`src/rtl/freq_duty_calc_if.sv`:
```
// rtl/freq_duty_calc_if.sv - measurement in / result out bundle for freq_duty_calc
//
// Purpose: groups the capture-side measurement strobe and the readout-side
// result signals of freq_duty_calc into one bundle.
//
// Signals:
//   meas_valid    capture -> calc   one-cycle strobe, period_in/high_in valid
//   period_in     capture -> calc   measured period in clk cycles
//   high_in       capture -> calc   measured high time in clk cycles
//   freq_hz       calc -> readout   CLOCK_FREQ / period, truncated
//   duty_pm       calc -> readout   high*DUTY_SCALE / period, clamped
//   result_valid  calc -> readout   one-cycle strobe, results updated
//   busy          calc -> readout   measurement in progress
//   div_err       calc -> readout   last result came from a zero period
//   drop_cnt      calc -> readout   saturating count of rejected strobes
//
// Modports: master = capture/readout side, slave = freq_duty_calc.

interface freq_duty_calc_if;
   logic        meas_valid;
   logic [31:0] period_in;
   logic [31:0] high_in;
   logic [31:0] freq_hz;
   logic [15:0] duty_pm;
   logic        result_valid;
   logic        busy;
   logic        div_err;
   logic [15:0] drop_cnt;

   modport master (
      output meas_valid, period_in, high_in,
      input  freq_hz, duty_pm, result_valid, busy, div_err, drop_cnt
   );

   modport slave (
      input  meas_valid, period_in, high_in,
      output freq_hz, duty_pm, result_valid, busy, div_err, drop_cnt
   );
endinterface

```
`src/rtl/freq_duty_calc.sv`:
```
// rtl/freq_duty_calc.sv - period/high-time to frequency and duty converter
//
// Purpose: takes each completed period/high-time measurement and converts it
// to a frequency in Hz and a duty cycle in DUTY_SCALE units using one shared
// 48-iteration restoring divider (frequency first, then duty).
//
// Ports:
//   clk   system clock, rising edge
//   rst   asynchronous, active-high reset
//   bus   freq_duty_calc_if.slave: meas_valid/period_in/high_in in,
//         freq_hz/duty_pm/result_valid/busy/div_err/drop_cnt out
//
// Parameters:
//   CLOCK_FREQ  system clock frequency in Hz (< 2^32)
//   DUTY_SCALE  duty resolution, 1000 = per-mille (< 2^16)

module freq_duty_calc #(
   parameter logic [31:0] CLOCK_FREQ = 32'd50000000,
   parameter logic [15:0] DUTY_SCALE = 16'd1000
) (
   input  logic            clk,
   input  logic            rst,
   freq_duty_calc_if.slave bus
);

   typedef enum logic [1:0] {
      IDLE     = 2'd0,
      DIV_FREQ = 2'd1,
      DIV_DUTY = 2'd2,
      DONE     = 2'd3
   } state_t;

   state_t      state;

   // Operands latched on acceptance; untouched until the next IDLE accept.
   logic [31:0] period_r;
   logic [31:0] high_r;
   logic        err_path;

   // Divider state: dq starts as the dividend and fills with quotient bits
   // from the bottom as dividend bits leave from the top.
   logic [47:0] dq;
   logic [31:0] rem;
   logic [5:0]  iter;
   logic [31:0] freq_q;

   // Registered outputs.
   logic [31:0] freq_hz_r;
   logic [15:0] duty_pm_r;
   logic        result_valid_r;
   logic        busy_r;
   logic        div_err_r;
   logic [15:0] drop_cnt_r;

   // One restoring step. rem_sh is the 33-bit partial remainder; since the
   // true difference is always below the 32-bit divisor, a 32-bit subtract
   // gives the exact new remainder whenever the step restores nothing.
   logic [32:0] rem_sh;
   logic        q_bit;
   logic [31:0] rem_nxt;
   logic [47:0] dq_nxt;
   logic [47:0] duty_dvd;
   logic [15:0] duty_clamped;

   always_comb begin
      rem_sh  = {rem, dq[47]};
      q_bit   = rem_sh[32] | (rem_sh[31:0] >= period_r);
      rem_nxt = q_bit ? (rem_sh[31:0] - period_r) : rem_sh[31:0];
      dq_nxt  = {dq[46:0], q_bit};
   end

   // Full 48-bit product; 32 x 16 bits can never overflow it.
   assign duty_dvd = {16'd0, high_r} * {32'd0, DUTY_SCALE};

   // high > period yields a quotient above DUTY_SCALE; clamp it.
   assign duty_clamped = (dq > {32'd0, DUTY_SCALE}) ? DUTY_SCALE : dq[15:0];

   always_ff @(posedge clk or posedge rst) begin
      if (rst) begin
         state          <= IDLE;
         period_r       <= 32'd0;
         high_r         <= 32'd0;
         err_path       <= 1'b0;
         dq             <= 48'd0;
         rem            <= 32'd0;
         iter           <= 6'd0;
         freq_q         <= 32'd0;
         freq_hz_r      <= 32'd0;
         duty_pm_r      <= 16'd0;
         result_valid_r <= 1'b0;
         busy_r         <= 1'b0;
         div_err_r      <= 1'b0;
         drop_cnt_r     <= 16'd0;
      end else begin
         result_valid_r <= 1'b0;

         // Any strobe outside IDLE (including DONE) is rejected.
         if (bus.meas_valid && (state != IDLE) && (drop_cnt_r != 16'hFFFF)) begin
            drop_cnt_r <= drop_cnt_r + 16'd1;
         end

         case (state)
            IDLE: begin
               if (bus.meas_valid) begin
                  period_r <= bus.period_in;
                  high_r   <= bus.high_in;
                  busy_r   <= 1'b1;
                  if (bus.period_in == 32'd0) begin
                     err_path <= 1'b1;
                     state    <= DONE;
                  end else begin
                     err_path <= 1'b0;
                     dq       <= {16'd0, CLOCK_FREQ};
                     rem      <= 32'd0;
                     iter     <= 6'd0;
                     state    <= DIV_FREQ;
                  end
               end
            end

            DIV_FREQ: begin
               if (iter == 6'd47) begin
                  // Last frequency bit lands here; reload for the duty pass.
                  freq_q <= dq_nxt[31:0];
                  dq     <= duty_dvd;
                  rem    <= 32'd0;
                  iter   <= 6'd0;
                  state  <= DIV_DUTY;
               end else begin
                  dq   <= dq_nxt;
                  rem  <= rem_nxt;
                  iter <= iter + 6'd1;
               end
            end

            DIV_DUTY: begin
               dq   <= dq_nxt;
               rem  <= rem_nxt;
               iter <= iter + 6'd1;
               if (iter == 6'd47) begin
                  state <= DONE;
               end
            end

            DONE: begin
               result_valid_r <= 1'b1;
               busy_r         <= 1'b0;
               if (err_path) begin
                  freq_hz_r <= 32'd0;
                  duty_pm_r <= 16'd0;
                  div_err_r <= 1'b1;
               end else begin
                  freq_hz_r <= freq_q;
                  duty_pm_r <= duty_clamped;
                  div_err_r <= 1'b0;
               end
               state <= IDLE;
            end

            default: state <= IDLE;
         endcase
      end
   end

   assign bus.freq_hz      = freq_hz_r;
   assign bus.duty_pm      = duty_pm_r;
   assign bus.result_valid = result_valid_r;
   assign bus.busy         = busy_r;
   assign bus.div_err      = div_err_r;
   assign bus.drop_cnt     = drop_cnt_r;

endmodule

```
`src/flat_wrapper.sv`:
```
// flat-port wrapper written by rule: the top's interface ports become plain ports
module freq_duty_calc_flat 
#(
   parameter logic [31:0] CLOCK_FREQ = 32'd50000000,
   parameter logic [15:0] DUTY_SCALE = 16'd1000
)
  (clk, rst, bus_meas_valid, bus_period_in, bus_high_in, bus_freq_hz, bus_duty_pm, bus_result_valid, bus_busy, bus_div_err, bus_drop_cnt);
  freq_duty_calc_if bus_i ();
  input  logic clk;
  input  logic rst;
  input wire logic [$bits(bus_i.meas_valid)-1:0] bus_meas_valid;
  input wire logic [$bits(bus_i.period_in)-1:0] bus_period_in;
  input wire logic [$bits(bus_i.high_in)-1:0] bus_high_in;
  output wire logic [$bits(bus_i.freq_hz)-1:0] bus_freq_hz;
  output wire logic [$bits(bus_i.duty_pm)-1:0] bus_duty_pm;
  output wire logic [$bits(bus_i.result_valid)-1:0] bus_result_valid;
  output wire logic [$bits(bus_i.busy)-1:0] bus_busy;
  output wire logic [$bits(bus_i.div_err)-1:0] bus_div_err;
  output wire logic [$bits(bus_i.drop_cnt)-1:0] bus_drop_cnt;
  assign bus_i.meas_valid = bus_meas_valid;
  assign bus_i.period_in = bus_period_in;
  assign bus_i.high_in = bus_high_in;
  assign bus_freq_hz = bus_i.freq_hz;
  assign bus_duty_pm = bus_i.duty_pm;
  assign bus_result_valid = bus_i.result_valid;
  assign bus_busy = bus_i.busy;
  assign bus_div_err = bus_i.div_err;
  assign bus_drop_cnt = bus_i.drop_cnt;
  freq_duty_calc #(.CLOCK_FREQ(CLOCK_FREQ), .DUTY_SCALE(DUTY_SCALE)) u_core (.clk(clk), .rst(rst), .bus(bus_i));
endmodule
```
`config.mk`:
```
export PLATFORM = sky130hd
export DESIGN_NAME = freq_duty_calc_flat
export DESIGN_NICKNAME = d
export VERILOG_FILES = /design/src/rtl/freq_duty_calc_if.sv /design/src/rtl/freq_duty_calc.sv /design/src/flat_wrapper.sv
export SDC_FILE = /design/constraint.sdc
export NUM_CORES = 1
export LEC_CHECK = 0
export CAP_MARGIN = 20
export CORE_MARGIN = 2
export CORE_UTILIZATION = 55
export DETAILED_ROUTE_END_ITERATION = 8
export HOLD_SLACK_MARGIN = 0.05
export PLACE_DENSITY = 0.76
export SLEW_MARGIN = 20
export SYNTH_ARGS = -nofsm -noshare
export SYNTH_HDL_FRONTEND = slang
export SYNTH_SLANG_ARGS = --single-unit
```
`constraint.sdc`:
```
create_clock -name clk -period 10.4 [get_ports clk]
set_input_delay 2.08 -clock clk [delete_from_list [all_inputs] [get_ports clk]]
set_output_delay 2.08 -clock clk [all_outputs]
set_load 0.05 [all_outputs]
```
### Word-level counts from Yosys, hierarchy flattened

Index checks and enable logic that the tools add are counted.

* $add $sub $neg: 3
* multiply operators: 1
* divide/modulo/power cells: 0
* $lt $le $gt $ge: 2
* equal/unequal tests: 9
* shifts and indexed selects: 0
* multiplexer cells: 26
* bitwise logic cells: 1
* reductions and logical operators: 12

Operators with widths (count)
* 32-bit 2-to-1 mux: 5
* 48-bit 2-to-1 mux: 3
* 48-bit case mux with 3 select lines: 1
* 32-bit case mux with 3 select lines: 1
* 48-bit by 10-bit greater-than comparator with 1-bit output (second input constant): 1
* 32-bit by 7-bit multiplier with 39-bit output (second input constant): 1
* 32-bit greater-or-equal comparator: 1
* 32-bit logical NOT: 1
* 16-bit 2-to-1 mux: 2
* 32-bit subtractor: 1
* 6-bit 2-to-1 mux: 3
* 6-bit case mux with 3 select lines: 1
* 16-bit by 1-bit adder with 16-bit output (second input constant): 1
* 16-bit != test (second input constant): 1
* 2-bit 2-to-1 mux: 4
* 2-bit case mux with 4 select lines: 1
* 6-bit by 1-bit adder with 6-bit output (second input constant): 1
* 6-bit == test (second input constant): 1
* 2-bit AND reduction: 3
* 3-bit AND reduction: 2
* 2-bit == test (second input constant): 2
* 1-bit 2-to-1 mux: 4
* 2-bit by 1-bit != test with 1-bit output (second input constant): 2
* 2-bit != test (second input constant): 2
* other kinds (7): 9

* register bits after elaboration: 252
* bits in latches: 0
* RAM bits: 0
* memory bits (read-only): 0
* bits of input ports: 67
* output and inout bits: 67
* word-level logic and storage cells: 68
* memories: 0

### Logic depth before layout (Yosys ltp)

Gate-level depths: netlist of run 1.

* depth in word-level cells: 5
* mapped depth: 18

### Worst setup path before layout of run 1

OpenSTA, ideal clock, no wires.

* kind: register to register
* from: register u_core.high_r[6]
* to: register u_core.dq[35]
* arrival time: 4.649 ns
* setup slack: 5.620 ns
* cell stages (with the launch flop): 17
* buffers on the path: 0
* cell sequence: dfrtp_1 > inv_1 > fa_1 > fa_1 > fa_1 > fa_1 > inv_1 > ha_1 > a21o_1 > o21bai_1 > a311oi_2 > a31oi_1 > nor2b_2 > o21ai_1 > a221oi_2 > nor3_1 > or3b_1

* longest elaborated chain between the ends: 3

Ends and longest elaborated chain
* start: declaration: RTL line freq_duty_calc.sv:37 `logic [31:0] high_r;`
* start signal: assignment: RTL line freq_duty_calc.sv:106 `high_r <= bus.high_in;`
* 32-bit by 7-bit multiplier with 39-bit output: RTL line freq_duty_calc.sv:73 `assign duty_dvd = {16'd0, high_r} * {32'd0, DUTY_SCALE};`
* 48-bit 2-to-1 mux: RTL line freq_duty_calc.sv:122 `if (iter == 6'd47) begin`
* 48-bit case mux with 3 select lines: RTL line freq_duty_calc.sv:102 `case (state)`
* end signal: assignment: RTL line freq_duty_calc.sv:113 `dq <= {16'd0, CLOCK_FREQ};`
* end signal: assignment: RTL line freq_duty_calc.sv:125 `dq <= duty_dvd;`
* end signal: assignment: RTL line freq_duty_calc.sv:130 `dq <= dq_nxt;`
* end: declaration: RTL line freq_duty_calc.sv:42 `logic [47:0] dq;`

Every way passes these cells.
A chain may end at the register's enable or synchronous reset.

### Worst setup path after layout of run 1

* from: input port bus_period_in[17]
* to: register u_core.rem[29]

* longest elaborated chain between the ends: 3

Ends and longest elaborated chain
* start: declaration: RTL line flat_wrapper.sv:12 `input wire logic [$bits(bus_i.period_in)-1:0] bus_period_in;`
* 32-bit logical NOT: RTL line freq_duty_calc.sv:108 `if (bus.period_in == 32'd0) begin`
* 2-bit != test (no source line)
* 3-bit AND reduction (no source line)
* end signal: assignment: RTL line freq_duty_calc.sv:131 `rem <= rem_nxt;`
* end signal: assignment: RTL line freq_duty_calc.sv:138 `rem <= rem_nxt;`
* end: declaration: RTL line freq_duty_calc.sv:43 `logic [31:0] rem;`

Every way passes these cells.

==> run metrics, run 1 <==
status=finished clean; Clock Path Buffers=3; final hold violation count=0; detailed-route wire length per cell=16.83 um; Rows=65; Mapped Cells=1825; commonest non-fill, non-tap cell in the layout=inv_1; area of the core=between 30000 and 40000 um2; post-CTS sizing=0; Yosys cell types=between 70 and 80; # setup viols final=0; htree depth=1; Setup crit start kind=primary input; gr usage total=0.2426; root buffer cell=clkbuf_16; Async S/R FF share, synth=1.000; synthesized cell area=17620 um2; GPL Wtd Cong=0.8997; setup tns final=0 ns; worst-path maximum fanout=74; Reg area=6306 um2; placed inst area=19290 um2; DR vias=13250; Skew-Pair Late Insertion Delay=0.56 ns; Pins Over Slew Limit=0; initial DRC count=955; first-pass iteration count of the detailed router=5; DRC viols=0; #FFs+latches synth=252; largest net degree at the start of global routing=99; fin area=20300 um2; Tmin final=5.386 ns; die area=33490 um2; # Max-Cap Violations=0; CP Class=in2reg; # port buffers=133; Synthesis Warnings=0; Post-CTS Setup Inserts=0; vias per cell=5.633; dpl hpwl=29200 um; GRT overflow=0; worst path arrival time=5.81 ns; Worst Hold Depth=2; post-cts hold buffer count=0; first-pass GRT wire length=between 60000 and 70000 um; footprint of the multi-input gates=10090 um2; fraction of layout cells with a size suffix above 1=0.07949; Sink Count=252; Avg Inst Size Synth=9.657 um2; vias in the first global route=13260; Slew headroom=0.3528; fin crit share=0.5179; Initial Utilization=0.5585; commonest cells after routing, fill and taps aside=253 x inv_1, 252 x dfrtp_1, 248 x nand2_1; RSZ-0062 raised after global routing=no; layout filler cell count=roughly 2500; initial antenna violation count=0; Hold Path Class=reg2reg; final wirelength=roughly 40000 um; Worst-path clk slew=0.06 ns; Post-synth EDFFs=0; Post-Syn Nets=around 2100; required time worst endpoint=between 10 and 15 ns; worst slew pin tran=0.9709 ns; Ports=134; Die H=183.0 um; Area Overhead vs Synth=15.17%; CP endpoint kind=register; R2R cell count=15; worst clock skew=0.01244 ns; register area share after synthesis=0.3578; Most used DFF post-synth=dfrtp_1; Die Wd=183.0 um; fmax=between 150 and 200 MHz; TritonCTS clock tree=yes; TritonCTS buffer count=28; layout net count=2237; post-detailed-route count of antenna-violating nets=0; # diodes=0
## cells in the mapped netlist (all sizes together) (3+ instances only)
cell / count / share of area
o22ai: 8 / 0.0028
nand4: 18 / 0.0064
a21o: 34 / 0.014
nor2b: 14 / 0.0051
fa: 119 / 0.14
nor3: 15 / 0.0045
nand2: 249 / 0.053
nand3b: 5 / 0.0021
nor2: 63 / 0.013
dfrtp: 252 / 0.36
mux2: 74 / 0.047
and2: 10 / 0.0035
ha: 122 / 0.087
a32oi: 9 / 0.0045
nand3: 67 / 0.019
a21boi: 4 / 0.0017
a311oi: 5 / 0.0028
o211ai: 18 / 0.0077
a221o: 5 / 0.0028
a41oi: 12 / 0.0060
inv: 254 / 0.054
clkbuf: 58 / 0.012
or4: 3 / 0.0013
xor2: 35 / 0.017
a31oi: 7 / 0.0025
a21oi: 80 / 0.023
o31ai: 6 / 0.0026
and3: 17 / 0.0060
o2111ai: 4 / 0.0020
o21bai: 9 / 0.0040
a211oi: 6 / 0.0028
nor4: 19 / 0.0067
nor3b: 3 / 0.0016
nand2b: 8 / 0.0028
o21a: 8 / 0.0034
buf: 14 / 0.0039
o21ai: 102 / 0.030
a221oi: 4 / 0.0027
o311ai: 11 / 0.0055
xnor2: 38 / 0.019
mux2i: 14 / 0.0080
## state kept, by name, summed over array words and instances (netlist names)
| name | cells |
|---|---|
| u_core.dq | 48 |
| u_core.bus.freq_hz | 32 |
| u_core.freq_q | 32 |
| u_core.high_r | 32 |
| u_core.period_r | 32 |
| u_core.rem | 32 |
| u_core.bus.drop_cnt | 16 |
| u_core.bus.duty_pm | 16 |
| u_core.iter | 6 |
| u_core.state | 2 |
| u_core.bus.busy | 1 |
| u_core.bus.div_err | 1 |
| u_core.bus.result_valid | 1 |
| u_core.err_path | 1 |
## final cells by class
cell class | instances | area share
Tap cell | 402 | 0.02478
Timing Repair Buffer | 146 | 0.07095
Clock buffer | 36 | 0.03748
Multi-Input combinational cell | 1247 | 0.4973
Sequential cell | 252 | 0.3107
Clock inverter | 15 | 0.01140
Inverter | 254 | 0.04734
## path summary, 6_finish.rpt
check | startpoint | end | slack [ns]
max in group asynchronous | rst | u_core.high_r[11] | 6.86
max reg2reg | u_core.high_r[6] | u_core.dq[22] | 5.11
min in group asynchronous | rst | u_core.period_r[0] | 2.03
max | bus_period_in[17] | u_core.rem[29] | 5.01
min reg2reg | u_core.freq_q[13] | u_core.freq_q[13] | 0.47
min | u_core.freq_q[13] | u_core.freq_q[13] | 0.47
## layer usage
layer	routed length [um]	track usage
met2	17410	0.3741
met1	19420	0.3709
met3	1977	0.03098
met5	0	0
met4	784	0.04832
## through the flow
step,hold WS (ns),std cells,utilization,worst slack (ns)
6_report,0.4725,2352,0.6432,5.014
5_1_grt,0.4960,2352,0.6432,4.805
4_1_cts,0.4773,2351,0.6426,5.093
3_5_place_dp,0.4627,2300,0.6112,4.500
3_3_place_gp,0.4590,2300,0.6112,4.667
2_1_floorplan,0.4456,1825,-,1.392
## worst max-delay path: stages
cell and delay, ns:
clkdlybuf4s50_1 0.43, nor4_1 0.46, nand4_1 0.38, o21ai_1 0.43, a21o_2 0.19, buf_4 0.58, nor2_1 0.42, buf_4 0.31
nand2_1 0.31, o21ai_0 0.18
## logic make-up after synthesis
group                    count (synthesis)  share of synthesized area
multiplexers                            88                    0.05524
adder cells (fa/ha/maj)                241                     0.2218
buffers and inverters                  326                    0.07036
AO/OA/AOI/OAI                          347                     0.1299
AND/OR/NAND/NOR                        498                     0.1286
flip-flops                             252                     0.3578
XOR/XNOR                                73                    0.03628
Power of run 1 is not shown: default switching activity piles up to over one toggle a cycle in this logic, so the estimate is an artifact.
==> inputs of run 2 (changes only) <==
==> constraint.sdc (replaced) <==
create_clock -name clk -period 5.55 [get_ports clk]
set_input_delay 1.11 -clock clk [delete_from_list [all_inputs] [get_ports clk]]
set_output_delay 1.11 -clock clk [all_outputs]
set_load 0.05 [all_outputs]
==> run metrics, run 2 (synthesized netlist as in run 1, its figures left out) <==
TritonCTS buffer count=30 (+7.1%); worst path bufs/invs=2 (-1); GPL Wtd Cong=0.9102 (+1.2%); root buffer cell=clkbuf_16; placed inst area=19320 um2 (+0.17%); max reg flops=48 (unchanged); fmax=193.0 MHz; Ports=134 (unchanged); DR vias=13390 (+1.1%); first-pass GRT wire length=66780 um (-0.46%); gr usage total=0.2396 (-0.003053); required time worst endpoint=5.98 ns (-4.84 ns); final hold violation count=0 (unchanged); TritonCTS clock tree=yes; vias per cell=5.686 (+0.94%); Most flops, register=u_core.dq; first-pass iteration count of the detailed router=5 (unchanged); DRC viols=0 (unchanged); CP endpoint kind=register; Area Overhead vs Synth=15.51%; Worst path top cell family by delay=adder cells; worst-path maximum fanout=5 (-93%); met2 wire length=17580 um (+0.99%); initial antenna violation count=0 (unchanged); worst path cell trace=inv_1 > fa_1 > fa_1 > fa_1 > fa_1 > inv_1 > ha_1 > a21o_1 > o21bai_1 > a311oi_2 > a31oi_1 > nor2b_2 > o21ai_1 > a221oi_2 > nor3_1 > or3b_1; CP Class=reg2reg; DR WL met3=1977 um (unchanged); Slew headroom=0.3022 (-0.05060); final wirelength=39090 um (-1.3%); Tmin final=5.181 ns; Sink Count=252 (unchanged); # diodes=0 (unchanged); die area=33490 um2 (unchanged); area of the core=31560 um2 (unchanged); Clock Path Buffers=3 (unchanged); Crit-path slowest cell=fa_1; fin crit share=0.9335; # Max-Cap Violations=0 (unchanged); most frequent CP cell=fa_1; Post-CTS Setup Inserts=0 (unchanged); Worst-path clk slew=0.06 ns (about the same); detailed-route wire length per cell=16.60 um (-1.4%); Setup crit start kind=register; Initial Utilization=0.5585 (unchanged); largest net degree at the start of global routing=131 (+32%); post-cts hold buffer count=0 (unchanged); wl on met1=18760 um (-3.4%); # port buffers=133 (unchanged); GRT overflow=0 (unchanged); post-detailed-route count of antenna-violating nets=0 (unchanged); Pins Over Slew Limit=0 (unchanged); dpl hpwl=29160 um (-0.13%); Die H=183.0 um (unchanged); max incr delay on CP=0.55 ns (-0.03 ns); initial DRC count=977 (+2.3%); fraction of layout cells with a size suffix above 1=0.08397 (+0.004486); r2r setup slk=0.37 ns (-4.74 ns); worst slew pin tran=1.044 ns (+0.07356 ns); worst path arrival time=5.61 ns (-0.20 ns); post-CTS sizing=0 (unchanged); Hold Path Class=reg2reg; worst clock skew=0.01070 ns (-0.001744 ns); commonest cells after routing, fill and taps aside=252 x dfrtp_1, 250 x inv_1, 248 x nand2_1; status=finished clean; vias in the first global route=13430 (+1.3%); commonest non-fill, non-tap cell in the layout=dfrtp_1; Skew-Pair Late Insertion Delay=0.55 ns (about the same); fin area=20360 um2 (+0.30%); htree depth=1 (unchanged); layout net count=2239 (+0.089%); Max Used Layer=met4; Rows=65 (unchanged); # setup viols final=0 (unchanged); Die Wd=183.0 um (unchanged)
run 2: cell type report:
cell class	instances	area, um2
Tap cell	402	503.0
Clock buffer	35	790.8
Clock inverter	19	242.7
Inverter	254	957.2
Multi-Input combinational cell	1247	10100
Sequential cell	252	6306
Fill cell	2538	11200
Timing Repair Buffer	146	1454
run 2: final timing paths:
kind                                         from                     end  depth (start not counted)
worst min register to register  u_core.freq_q[22]       u_core.freq_q[22]                          2
min in group asynchronous                     rst     u_core.period_r[12]                          2
max in group asynchronous                     rst  u_core.bus.freq_hz[20]                          3
worst min-delay path            u_core.freq_q[22]       u_core.freq_q[22]                          2
worst max register to register   u_core.high_r[6]           u_core.dq[35]                         16
worst max-delay path             u_core.high_r[6]           u_core.dq[35]                         16
run 2: tightest hold or removal path: cells and delay by family, from the launching register on:
kind          cells  cell delay (ns)
simple gates      2             0.10
flops             1             0.34
run 2: per-stage QoR:
| step | setup TNS [ns] | setup slack, ns | utilization | hold slack (ns) | cells |
|---|---|---|---|---|---|
| 3_5_place_dp | 0 | 0.3461 | 0.6122 | 0.4635 | 2301 |
| 4_1_cts | 0 | 0.3369 | 0.6450 | 0.4786 | 2355 |
| 5_1_grt | -0.001326 | -0.001326 | 0.6451 | 0.4982 | 2355 |
| 2_1_floorplan | 0 | 0.7698 | - | 0.4456 | 1825 |
| 6_report | 0 | 0.3689 | 0.6451 | 0.4736 | 2355 |
| 3_3_place_gp | 0 | 0.4881 | 0.6121 | 0.4602 | 2301 |
run 2: per-layer routing:
| layer | vias to the layer above | global-route usage |
|---|---|---|
| li1 | 6360 | - |
| met1 | 6592 | 0.3591 |
| met2 | 387 | 0.3770 |
| met3 | 51 | 0.02542 |
| met4 | 0 | 0.05696 |
| met5 | - | 0 |
Power of run 2 is left out for the same reason.
==> inputs of run 3 (changes only) <==
--- a/config.mk
+++ b/config.mk
@@ -6,7 +6,6 @@
 export NUM_CORES = 1
 export LEC_CHECK = 0
 export CAP_MARGIN = 20
-export CORE_MARGIN = 2
 export CORE_UTILIZATION = 55
 export DETAILED_ROUTE_END_ITERATION = 8
 export HOLD_SLACK_MARGIN = 0.05
==> run metrics, run 3 (synthesized netlist as in run 1, its figures left out) <==
hold path endpoint=u_core.freq_q[23]; layout filler cell count=2554 (+0.63%); Sink Count=252 (unchanged); dpl cells=2303 (+0.087%); Post-CTS Setup Inserts=0 (unchanged); GPL Wtd Cong=0.9021 (-0.89%); Worst Hold Launch=u_core.freq_q[23]; detailed-route wire length per cell=16.41 um (-1.2%); fmax=192.7 MHz (-0.15%); Die Wd=181.0 um (-1.1%); post-cts hold buffer count=0 (unchanged); placed inst area=19320 um2 (about the same); final wirelength=38620 um (-1.2%); post-CTS sizing=0 (unchanged); RSZ-0062 raised after global routing=no; Pins Over Slew Limit=0 (unchanged); Ports=134 (unchanged); dpl hpwl=29270 um (+0.36%); TritonCTS clock tree=yes; htree depth=1 (unchanged); max reg flops=48 (unchanged); worst r2r src=u_core.high_r[1]; Worst Hold Depth=2 (unchanged); fin crit share=0.9350 (+0.001453); # Max-Cap Violations=0 (unchanged); layout net count=2240 (+0.045%); Clock Path Buffers=3 (unchanged); initial antenna violation count=0 (unchanged); vias per cell=5.666 (-0.35%); worst-path maximum fanout=5 (unchanged); TritonCTS buffer count=28 (-6.7%); Most flops, register=u_core.dq; Die H=181.0 um (-1.1%); Worst-path clk slew=0.06 ns (about the same); area of the core=31560 um2 (unchanged); Area Overhead vs Synth=15.26%; final hold violation count=0 (unchanged); Skew-Pair Late Insertion Delay=0.56 ns (about the same); fraction of layout cells with a size suffix above 1=0.07787 (-0.006105); worst path arrival time=5.65 ns (+0.04 ns); GRT overflow=0 (unchanged); RR Endpoint=u_core.dq[22]; Rows=65 (unchanged); largest net degree at the start of global routing=122 (-6.9%); CP endpoint kind=register; Tmin final=5.189 ns (+0.008062 ns); setup tns final=0 ns (unchanged); R2R cell count=16 (unchanged); # diodes=0 (unchanged); gr usage total=0.2435 (+0.003887); Initial Utilization=0.5585 (unchanged); die area=32760 um2 (-2.2%); Slew headroom=0.4080 (+0.1058); post-place setup slack=0.4256 ns (+0.07941 ns); DRC viols=0 (unchanged); required time worst endpoint=6.02 ns (+0.04 ns); root buffer cell=clkbuf_16; status=finished clean; first-pass GRT wire length=65980 um (-1.2%); # setup viols final=0 (unchanged); vias in the first global route=13250 (-1.3%); commonest cells after routing, fill and taps aside=253 x inv_1, 252 x dfrtp_1, 248 x nand2_1; CP Class=reg2reg; post-detailed-route count of antenna-violating nets=0 (unchanged); first-pass iteration count of the detailed router=5 (unchanged); Hold Path Class=reg2reg; worst slew pin tran=0.8861 ns (-0.1583 ns); final non-filler cell total=2354 (-0.042%); fin area=20310 um2 (-0.22%); initial DRC count=857 (-12%); commonest non-fill, non-tap cell in the layout=inv_1; worst clock skew=0.01275 ns (+0.002048 ns); # port buffers=133 (unchanged); r2r setup slk=0.36 ns (about the same); DR vias=13340 (-0.40%); fin worst setup slack=0.3608 ns (-0.008062 ns); Setup crit start kind=register
-- run 3: metrics by stage --
stage                 util  hold WS [ns]
finish              0.6437        0.4739
global route        0.6437        0.4929
CTS                 0.6428        0.4766
detailed placement  0.6124        0.4620
global placement    0.6119        0.4592
floorplan                -        0.4456
-- run 3: how the worst max path moves through the flow --
| stage | startpoint | end | slack, ns |
|---|---|---|---|
| 6_report | u_core.high_r[1] | u_core.dq[22] | 0.36 |
| 5_1_grt | u_core.high_r[10] | u_core.dq[35] | 0.08 |
| 4_1_cts | u_core.high_r[6] | u_core.dq[35] | 0.39 |
| 3_5_place_dp | u_core.high_r[6] | u_core.dq[35] | 0.43 |
| 3_3_place_gp | u_core.high_r[6] | u_core.dq[35] | 0.50 |
| 2_1_floorplan | u_core.high_r[6] | u_core.dq[35] | 0.77 |
-- run 3: area by class of cell --
| type | count | area [um2] | share of cell area |
|---|---|---|---|
| clock buffers | 43 | 818.3 | 0.04029 |
| well taps | 402 | 503.0 | 0.02476 |
| inverters | 254 | 957.2 | 0.04712 |
| clock inverters | 7 | 141.4 | 0.006961 |
| repair buffers | 149 | 1491 | 0.07343 |
| flip-flops and latches | 252 | 6306 | 0.3105 |
| multi-input cells | 1247 | 10090 | 0.4970 |
-- run 3: worst max-delay path, cell delays in order, from the launching register on --
cell and delay, ns:
dfrtp_1 0.44, inv_1 0.15, fa_1 0.58, fa_1 0.46, fa_1 0.49, fa_1 0.51, inv_1 0.04, ha_1 0.36
a21oi_1 0.18, nand2b_1 0.16, nand3b_1 0.17, a211oi_1 0.45, o21ai_0 0.28, a21oi_1 0.27, mux2i_1 0.20, o21ai_0 0.13
a41oi_1 0.23
-- run 3: layer usage --
metal / track usage / vias up / share of wire
met1: 0.3632 / 6490 / 0.48
li1: - / 6383 / -
met4: 0.06136 / 0 / 0.020
met2: 0.3779 / 405 / 0.45
met5: 0 / - / 0
met3: 0.03024 / 59 / 0.053
Power of run 3 is left out for the same reason.
